**src/rtl/alu_share_arb.sv**
```systemverilog
// alu_share_arb
//   Shares one combinational ALU between two requesters through a two-stage
//   pipeline: an issue register that drives the ALU operands, and a response
//   register that captures the ALU result for the owning requester.
//   Requester 0 (core EX) has priority. Requester 1 (SIMD/coprocessor) is
//   forced through after STARVE_MAX consecutive lost arbitrations.
//
// Ports
//   clk, rst_n               clock, asynchronous active-low reset
//   req0_* / req1_*          valid/ready request channels with operands and op
//   alu_s1, alu_s2, alu_op   issue-register contents driven to the shared ALU
//   alu_result               combinational ALU result for the current alu_*
//   rsp0_* / rsp1_*          valid/ready response channels, payload on rsp_data
//   busy                     issue or response stage holds an entry
module alu_share_arb #(
  parameter int DATA_W     = 32,
  parameter int OP_W       = 5,
  parameter int STARVE_MAX = 4
) (
  input  logic              clk,
  input  logic              rst_n,
  input  logic              req0_valid,
  output logic              req0_ready,
  input  logic [DATA_W-1:0] req0_s1,
  input  logic [DATA_W-1:0] req0_s2,
  input  logic [OP_W-1:0]   req0_op,
  input  logic              req1_valid,
  output logic              req1_ready,
  input  logic [DATA_W-1:0] req1_s1,
  input  logic [DATA_W-1:0] req1_s2,
  input  logic [OP_W-1:0]   req1_op,
  output logic [DATA_W-1:0] alu_s1,
  output logic [DATA_W-1:0] alu_s2,
  output logic [OP_W-1:0]   alu_op,
  input  logic [DATA_W-1:0] alu_result,
  output logic              rsp0_valid,
  input  logic              rsp0_ready,
  output logic              rsp1_valid,
  input  logic              rsp1_ready,
  output logic [DATA_W-1:0] rsp_data,
  output logic              busy
);

  localparam logic [3:0] STARVE_LIM = 4'(STARVE_MAX);

  logic       iss_v;
  logic       iss_own;
  logic       rsp_v;
  logic       rsp_own;
  logic [3:0] starve_cnt;

  logic rsp_drain;
  logic rsp_can_load;
  logic iss_adv;
  logic iss_can_accept;
  logic grant0;
  logic grant1;
  logic accept;

  // Saturating increment of the starvation counter.
  function automatic logic [3:0] sat_inc(input logic [3:0] cnt);
    sat_inc = (cnt >= STARVE_LIM) ? STARVE_LIM : cnt + 4'd1;
  endfunction

  // Handshake and arbitration
  assign rsp_drain      = rsp_v & (rsp_own ? rsp1_ready : rsp0_ready);
  assign rsp_can_load   = ~rsp_v | rsp_drain;
  assign iss_adv        = iss_v & rsp_can_load;
  assign iss_can_accept = ~iss_v | iss_adv;

  // Requester 0 wins unless requester 1 has lost STARVE_MAX times in a row.
  assign grant1 = req1_valid & (~req0_valid | (starve_cnt == STARVE_LIM));
  assign grant0 = req0_valid & ~grant1;

  assign req0_ready = grant0 & iss_can_accept;
  assign req1_ready = grant1 & iss_can_accept;
  assign accept     = req0_ready | req1_ready;

  assign rsp0_valid = rsp_v & ~rsp_own;
  assign rsp1_valid = rsp_v & rsp_own;
  assign busy       = iss_v | rsp_v;

  // Issue stage: holds the accepted operation while the ALU evaluates it
  always_ff @(posedge clk or negedge rst_n) begin
    if (!rst_n) begin
      iss_v   <= 1'b0;
      iss_own <= 1'b0;
      alu_s1  <= '0;
      alu_s2  <= '0;
      alu_op  <= '0;
    end else if (accept) begin
      iss_v   <= 1'b1;
      iss_own <= req1_ready;
      alu_s1  <= req1_ready ? req1_s1 : req0_s1;
      alu_s2  <= req1_ready ? req1_s2 : req0_s2;
      alu_op  <= req1_ready ? req1_op : req0_op;
    end else if (iss_adv) begin
      iss_v <= 1'b0;
    end
  end

  // Response stage: captures the ALU result and presents it to its owner
  always_ff @(posedge clk or negedge rst_n) begin
    if (!rst_n) begin
      rsp_v    <= 1'b0;
      rsp_own  <= 1'b0;
      rsp_data <= '0;
    end else if (iss_adv) begin
      rsp_v    <= 1'b1;
      rsp_own  <= iss_own;
      rsp_data <= alu_result;
    end else if (rsp_drain) begin
      rsp_v <= 1'b0;
    end
  end

  // Starvation counter: counts cycles requester 1 waits while requester 0 is served
  always_ff @(posedge clk or negedge rst_n) begin
    if (!rst_n) begin
      starve_cnt <= 4'd0;
    end else if (req1_ready || !req1_valid) begin
      starve_cnt <= 4'd0;
    end else if (req0_ready) begin
      starve_cnt <= sat_inc(starve_cnt);
    end
  end

endmodule

```
**config.mk**
```make
export PLATFORM = sky130hd
export DESIGN_NAME = alu_share_arb
export DESIGN_NICKNAME = d
export VERILOG_FILES = /design/src/rtl/alu_share_arb.sv
export SDC_FILE = /design/constraint.sdc
export NUM_CORES = 1
export LEC_CHECK = 0
export ABC_AREA = 1
export ABC_CLOCK_PERIOD_IN_PS = 1540
export BUFFER_PORTS_ARGS = -buffer_cell sky130_fd_sc_hd__buf_2
export CORE_MARGIN = 2
export CORE_UTILIZATION = 41
export CTS_CLUSTER_SIZE = 10
export DETAILED_ROUTE_END_ITERATION = 10
export PLACE_DENSITY = 0.79
export SETUP_SLACK_MARGIN = 0.02
export SYNTH_ARGS = -nofsm -noshare
export SYNTH_HDL_FRONTEND = slang
export SYNTH_SLANG_ARGS = --single-unit
```
**constraint.sdc**
```tcl
create_clock -name clk -period 1.54 [get_ports clk]
set_input_delay 0.077 -clock clk [delete_from_list [all_inputs] [get_ports clk]]
set_output_delay 0.077 -clock clk [all_outputs]
set_load 0.03 [all_outputs]
```
* Word-level counts from Yosys, hierarchy flattened
Index checks and enable logic that the tools add are counted.
** Operators by class
- Muxes and demuxes :: 11
- $lt $le $gt $ge :: 1
- Reduce and logical (&&, ||, !) cells :: 5
- Add/sub/neg operators :: 1
- Bitwise operators :: 18
- Equal/unequal tests :: 1
** Operators by type and width (count)
- $mux 32 :: 2
- $mux 4 :: 3
- $and 1x1->1 :: 8
- $reduce_bool 2->1 :: 3
- $mux 1 :: 5
- $mux 5 :: 1
- $not 1->1 :: 5
- $or 1x1->1 :: 5
- $add 4x1->4 const B :: 1
- $eq 4x3->1 const B :: 1
- $ge 4x3->1 const B :: 1
- $logic_not 1->1 :: 1
- $logic_or 1x1->1 :: 1
** Word-level totals
- Bits of input ports :: 176
- Logic and storage cells :: 46
- Output and inout port bits :: 106
- Bits in registers :: 109

* Depth between registers and ports, before layout
Gate-level depths: netlist of run 1.
- Depth in word-level cells :: 8
- Gate-level depth with buffers :: 10
- Gate-level depth less buffers :: 9

* Worst setup path before layout of run 1
No wires, ideal clock.
- Kind :: flip-flop to flip-flop
- From :: register starve_cnt[0]
- To :: register alu_s2[1]
- Setup slack :: 0.001 ns
- Clock period less this slack :: 1.539 ns
- Data required time :: 1.423 ns
- Path buffers :: 1
- Library setup time :: 0.117 ns
- Arrival time :: 1.422 ns
- Cell stages (with the launch flop) :: 11
- Cell sequence :: dfrtp_1 -> inv_1 -> ha_1 -> nand3_1 -> a21oi_2 -> nand2_4 -> inv_2 -> buf_4 -> nand2_1 -> nand2_1 -> nand2_1
** Between the ends
- Elaborated cells on any way between the ends :: 9
- Those cells by class :: 1 x eq/ne; 1 x mux; 7 x bitwise
** RTL lines
- from (decl) :: RTL line 50 : logic [3:0] starve_cnt;
- from (signal assigned) :: RTL line 124 : starve_cnt <= sat_inc(starve_cnt);
- $eq 4x3->1 (*) :: RTL line 72 : assign grant1 = req1_valid & (~req0_valid | (starve_cnt == STARVE_LIM));
- $or 1x1->1 (*) :: RTL line 72
- $and 1x1->1 (*) :: RTL line 72
- $and 1x1->1 (*) :: RTL line 76 : assign req1_ready = grant1 & iss_can_accept;
- via req1_ready :: RTL line 28 : output logic req1_ready,
- $mux 32 / $or 1x1->1 (equally long branches) :: RTL line 95, 77
- to (signal assigned) :: RTL line 95 : alu_s2 <= req1_ready ? req1_s2 : req0_s2;
- to (decl) :: RTL line 33 : output logic [DATA_W-1:0] alu_s2,
The timed path passes the listed nets; every way through them passes the cells marked *.
A chain may end at the register's enable or synchronous reset.

* Worst setup path after layout of run 1
- From :: register starve_cnt[1]
- To :: output req1_ready
** Between the ends
- Cells in the longest elaborated chain, start to end :: 4
** RTL lines (RTL line)
- $eq 4x3->1 :: 72
- $or 1x1->1 :: 72
- $and 1x1->1 :: 72
- $and 1x1->1 :: 76
- to (decl) :: 28
No other way between the ends.

==> out/results.ini, run 1 <==
[setup_path]
worst-setup-path-type = flip-flop to output pin
r2r_end = alu_s1[23]$_DFFE_PN0P_
worstRegToRegCells = 11
cp_max_fo = 3
critPathRequiredTime_ps = 1460
endpoint = req1_ready
crit_path_end_kind = output pin
critPathLaunchType = flip-flop
worst-r2r-setup-slack_ps = -130
arrival_ps = 1600
timing.rr.start = starve_cnt[1]$_DFFE_PN0P_
cp-startpoint = starve_cnt[1]$_DFFE_PN0P_

[placed_design]
placed_area_mm2 = 0.007166
globalplace.congestion = 0.8007
detailed_place_hpwl_mm = 11.16
portBuffers = 281

[detailed_routing]
vias = 6227
dr.first_iter.drc_count = 388
via_per_inst = 4.735
ant_nets = 0
wl_per_cell_um = 14.80
routed_wl_mm = 19.46
first_pass_iters = 5
drc = 0

[timing]
rsz0062_at_grt = true
clock_skew_ps = 8.555
holdWs_ps = 3.101
fin_crit_sh_pct = 108.8
tightest_slew_ps = 583.3
maxSlewHeadroom_pct = 61.11
report.final.setup_viol = 69
setup_slack_ps = -135.6
achievable-frequency_mhz = 596.8
hold_violations = 0
fin_crit_ps = 1676
slew_viol_final = 0

[run]
maxCapViolCount = 0

[finish]
drive_above_1_share_pct = 36.17
insertedDiodeCount = 0
fillers = 1042
design_area_mm2 = 0.008867
multiInputGateArea_mm2 = 0.002223
finalNetCount = 1313
ff_latch_area_mm2 = 0.002728
area_growth_pct = 61.40

[yosys]
synth_most_common_cell = nand2_1
yosys.area_share.simple_pct = 28.47
synth_top_family_by_area = simple AND/OR/NAND/NOR gates
synthTopCellsByCount = nand2_1 (348), inv_1 (144), dfrtp_1 (109), o21ai_0 (59), nand3_1 (39)
synth_top_area_share_pct = 49.65
synth_edf_count = 0
avgSynthCellArea_um2 = 7.126
synth_top_area_cell = dfrtp_1
syn_nets = 949
ys.flop_type = dfrtp_1
syn_area_mm2 = 0.005494
synth_compound_area_share_pct = 7.105
synth.top_cells.by_area = dfrtp_1 (50%), nand2_1 (24%), inv_1 (9.8%), o21ai_0 (5.4%), nand3_1 (3.6%)
synthArstFlopShare_pct = 100.0
yosysUniqueCellTypes = 22
yosysWarnings = 0
seq_area_frac_synth_pct = 49.65
synthCells = 771
synth_adder_area_share_pct = 0.4555
synthXorXnorAreaFrac_pct = 0
ys_seq_elements = 109
muxShareOfSynthArea_pct = 0

[pwr]
peakVddDrop_mv = 1.194
power_density_mw_per_mm2 = 1973
leakagePower_nw = 5.231

[die]
die_w_um = 119.8
io_pins = 282
core_mm2 = 0.01319
die_area_mm2 = 0.01434
start_util_pct = 41.65
row_count = 42
die_h_um = 119.8

[worst_hold_path]
min-delay-start = req1_s1[18]
hold_depth = 5
hold_class = input pin to flip-flop

[global_route]
grt_pass1_wl_mm = 27.38
grt_overflow = 0
grt_usage_pct = 24.21
first_global_vias = 5762
grt_max_degree = 110
antenna_found_initial = 0

[run_status]
status = finished with violations
violations = setup timing

[clocking]
clock_path_buffers = 2
cts.clk_slew.worst_paths_ps = 70
htreeDepth = 3
clock-sinks = 109
cts_buffers = 9
clock_latency_ps = 360
cts-root-buf = clkbuf_16
cts_tree = built

-- metal layers --
| metal | vias to the layer above | GRT usage (%) | share of wire [%] |
|---|---|---|---|
| met3 | 38 | 5.846 | 8.8 |
| li1 | 2999 | - | - |
| met4 | 0 | 9.265 | 2.5 |
| met5 | - | 0 | 0 |
| met1 | 2874 | 29.30 | 40 |
| met2 | 316 | 41.75 | 49 |
-- metrics by stage --
step / setup WS [ps] / std cells / setup TNS, ps / total power, mW / util [%]
finish: -135.6 / 1315 / -6100 / 17.50 / 67.23
global route: -216.5 / 1315 / -12260 / 18.56 / 67.23
CTS: -127.9 / 1296 / -5702 / 16.35 / 62.86
detailed placement: -160.6 / 1209 / -6673 / 13.67 / 54.33
global placement: -51.52 / 1209 / -1024 / 13.54 / 54.33
floorplan: 27.01 / 771 / 0 / 10.84 / -
-- cells by family (layout without fill, tap and decap cells) --
group | count (synthesis) | count (layout)
compound gates | 76 | 76
fa+ha+maj | 2 | 2
buf+inv | 187 | 555
flops | 109 | 109
simple gates | 397 | 397
-- worst max-delay path, stage by stage, from the launching register on --
cell and delay (ps):
dfrtp_1 390, inv_2 80, ha_4 140, nand3_4 70
a21oi_4 200, nand2_4 90, clkinv_4 60, buf_8 100
buf_6 120
-- power breakdown --
part	switching (mW)	total, mW	internal [mW]
registers	0.871	5.17	4.30
logic	6.66	10.2	3.52
clock network	1.02	2.15	1.13
total	8.56	17.5	8.94
-- repair_timing --
action	4_1_cts	5_1_grt
resized for setup	41	84
gates cloned	2	16
endpoints found under the setup margin	71	75
hold endpoints to repair	167	0
pin swaps	8	42
hold buffers	59	0
setup buffers	11	4
-- placed cells by master, fill, tap and decap left out, types with 2 or more instances in the layout --
master and n:
buf_12 13, inv_2 5, o21ai_1 9, o21ai_2 37, buf_8 4, inv_1 141, nand2_4 3, nand3_4 2
clkinv_2 2, nand3_1 37, buf_4 18, nand2_1 336, o21ai_0 24, a21oi_1 2, nand4_1 2, clkbuf_16 21
buf_16 2, buf_2 278, nor2_1 4, buf_6 7, dlygate4sd3_1 59, nand2_2 11, dfrtp_1 109, clkinvlp_4 2
-- registers in the layout, summed over array words and instances, names as in the netlist --
register    flops
alu_s1         32
rsp_data       32
alu_s2         32
iss_own         1
alu_op          5
starve_cnt      4
rsp_own         1
rsp_v           1
iss_v           1
-- final cells by class --
cell class                      count  share of cell area [%]
Timing Repair Buffer              393                   32.38
Sequential cell                   109                   30.76
Multi-Input combinational cell    475                   25.07
Inverter                          147                   6.279
Clock buffer                       11                   2.737
Tap cell                          176                   2.483
Clock inverter                      4                  0.2822
-- how the worst min path moves through the flow --
stage / endpoint / slack [ps]
CTS: alu_s1[24]$_DFFE_PN0P_ / 0.2
global placement: alu_s1[29]$_DFFE_PN0P_ / 200
finish: alu_s1[18]$_DFFE_PN0P_ / 3
global route: alu_s1[21]$_DFFE_PN0P_ / 30
floorplan: alu_op[0]$_DFFE_PN0P_ / -220
detailed placement: alu_s1[29]$_DFFE_PN0P_ / 200
No activity file was read; power rests on OpenSTA's default activity.
==> run 2: changes to the inputs <==
CORE_ASPECT_RATIO = 1.4   (was default)
SETUP_SLACK_MARGIN = default   (was 0.02)
==> run 2 against run 1 <==
The flow still finishes with violations (setup timing). Fmax rose by 2.7%. Combinational power barely moved. Register-to-register slack improved by 40 ps. Sequential cell count did not move. Die area barely moved. Wire length fell by 5.4%. Non-clock buffer count fell by 21. Total power rose by 0.57%. Count of clock-buffer cells in the layout fell by 2. Global-route usage fell by 1.3 points. Highest routed layer unchanged.
==> out/results.ini, run 2 (synthesized netlist as in run 1, its figures left out) <==
[clocking]
cts_tree = built
cts_buffers = 9
clock_latency_ps = 340
clock_path_buffers = 2
htreeDepth = 3
cts.clk_slew.worst_paths_ps = 70
clock-sinks = 109
cts-root-buf = clkbuf_16

[pwr]
power_density_mw_per_mm2 = 2055
leakagePower_nw = 5.108
peakVddDrop_mv = 0.8596

[global_route]
grt_pass1_wl_mm = 26.10
antenna_found_initial = 1
first_global_vias = 5577
met2_usage_pct = 40.69
busiest_layer = met2
grt_overflow = 0
grtUsageMet1_pct = 26.07
grt_max_degree = 110
grt_usage_pct = 22.89
use_met3_pct = 5.255

[die]
row_count = 50
io_pins = 282
die_h_um = 141.0
die_w_um = 101.8
start_util_pct = 41.42
core_mm2 = 0.01326
die_area_mm2 = 0.01436

[finish]
reg.largest.list = alu_s1 (32), alu_s2 (32), rsp_data (32)
finalNetCount = 1292
mostFrequentLayoutCell = nand2_1
area_growth_pct = 55.82
final_cell_mix = nand2_1 (309), buf_2 (278), inv_1 (141)
utilization_pct = 64.55
fillers = 1121
drive_above_1_share_pct = 36.19

[run_status]
status = finished with violations
violations = setup timing

[timing]
tightest_slew_ps = 588.4
slew_viol_final = 0
clock_skew_ps = 9.288
achievable-frequency_mhz = 612.7
hold_violations = 0
setup_slack_ps = -92.10
fin_setup_tns_ps = -3500
holdWs_ps = 7.514
report.final.setup_viol = 71
fin_crit_ps = 1632
fin_crit_sh_pct = 106.0
maxSlewHeadroom_pct = 60.77
rsz0062_at_grt = true

[placed_design]
detailed_place_hpwl_mm = 11.33
globalplace.congestion = 0.8632
place_ws_ps = -109.8
portBuffers = 281

[detailed_routing]
vias = 5989
ant_nets = 0
via_per_inst = 4.600
first_pass_iters = 5
dr.first_iter.drc_count = 210
routed_wl_mm = 18.42
drc = 0
wl_per_cell_um = 14.14

[setup_path]
cp_max_fo = 3
critPathLaunchType = flip-flop
critPathRequiredTime_ps = 1460
worst-setup-path-type = flip-flop to output pin
crit_path_end_kind = output pin
arrival_ps = 1560

[run]
maxCapViolCount = 0

[worst_hold_path]
hold_class = input pin to flip-flop

==> run 2: changes by cell type in the layout (fill, tap and decap cells not counted), sizes merged <==
| cell | change |
|---|---|
| diode | +1 |
| inv | +4 |
| clkbuf | -6 |
| clkinv | +1 |
| clkinvlp | -2 |
| dlygate4sd3 | -21 |
| buf | +4 |
==> run 2: area by class of cell <==
class	instances	area, um2	share of cell area [%]
inverter	147	556.8	6.504
sequential	109	2728	31.86
clock buffer	9	225.2	2.631
antenna	1	2.502	0.02923
tap	182	227.7	2.660
clock inverter	7	56.30	0.6577
multi-input combinational	475	2197	25.67
timing repair buffer	372	2567	29.99
==> run 2: critical path, stage by stage (launching register included) <==
cell and delay, ps:
dfrtp_1 390, inv_2 80, ha_4 140, nand3_4 70, a21oi_4 180, nand2_4 80
clkinv_4 60, buf_12 100, buf_8 110
==> run 2: routing by layer <==
| layer | wire length (um) | share of wire [%] |
|---|---|---|
| met5 | 0 | 0 |
| met1 | 6937 | 38 |
| met4 | 595 | 3.2 |
| met2 | 9722 | 53 |
| met3 | 1160 | 6.3 |
==> run 2: final timing paths <==
path	start	endpoint	slack, ps	cells past startpoint
worst min-delay path	req1_s1[0]	alu_s1[0]$_DFFE_PN0P_	8	5
max in group asynchronous	rst_n	alu_s2[24]$_DFFE_PN0P_	750	3
min in group asynchronous	rst_n	alu_op[2]$_DFFE_PN0P_	350	3
worst max-delay path	starve_cnt[0]$_DFFE_PN0P_	req1_ready	-90	8
worst max register to register	starve_cnt[0]$_DFFE_PN0P_	alu_s2[4]$_DFFE_PN0P_	-90	10
worst min register to register	rsp_data[1]$_DFFE_PN0P_	rsp_data[1]$_DFFE_PN0P_	470	2
==> run 2: repair_timing <==
action                                  in CTS  in global routing
endpoints found under the setup margin      71                 74
pin swaps                                    5                 22
hold buffers                                38                  0
gates resized for setup                     23                 61
endpoints found under the hold margin      146                  0
buffers inserted                             8                  5
cloned                                       1                 11
==> run 2: power by group <==
part,total [mW],internal (mW),switching (mW)
Sequential,5.20,4.29,0.911
Clock,2.21,1.13,1.09
Combinational,10.2,3.55,6.63
==> run 2: metrics by stage <==
step           instance area (um2)  power (mW)  instances
2_1_floorplan                 5494       10.84        771
3_3_place_gp                  7246       13.66       1223
3_5_place_dp                  7246       13.79       1223
4_1_cts                       8094       16.42       1286
5_1_grt                       8561       18.76       1302
6_report                      8561       17.60       1302
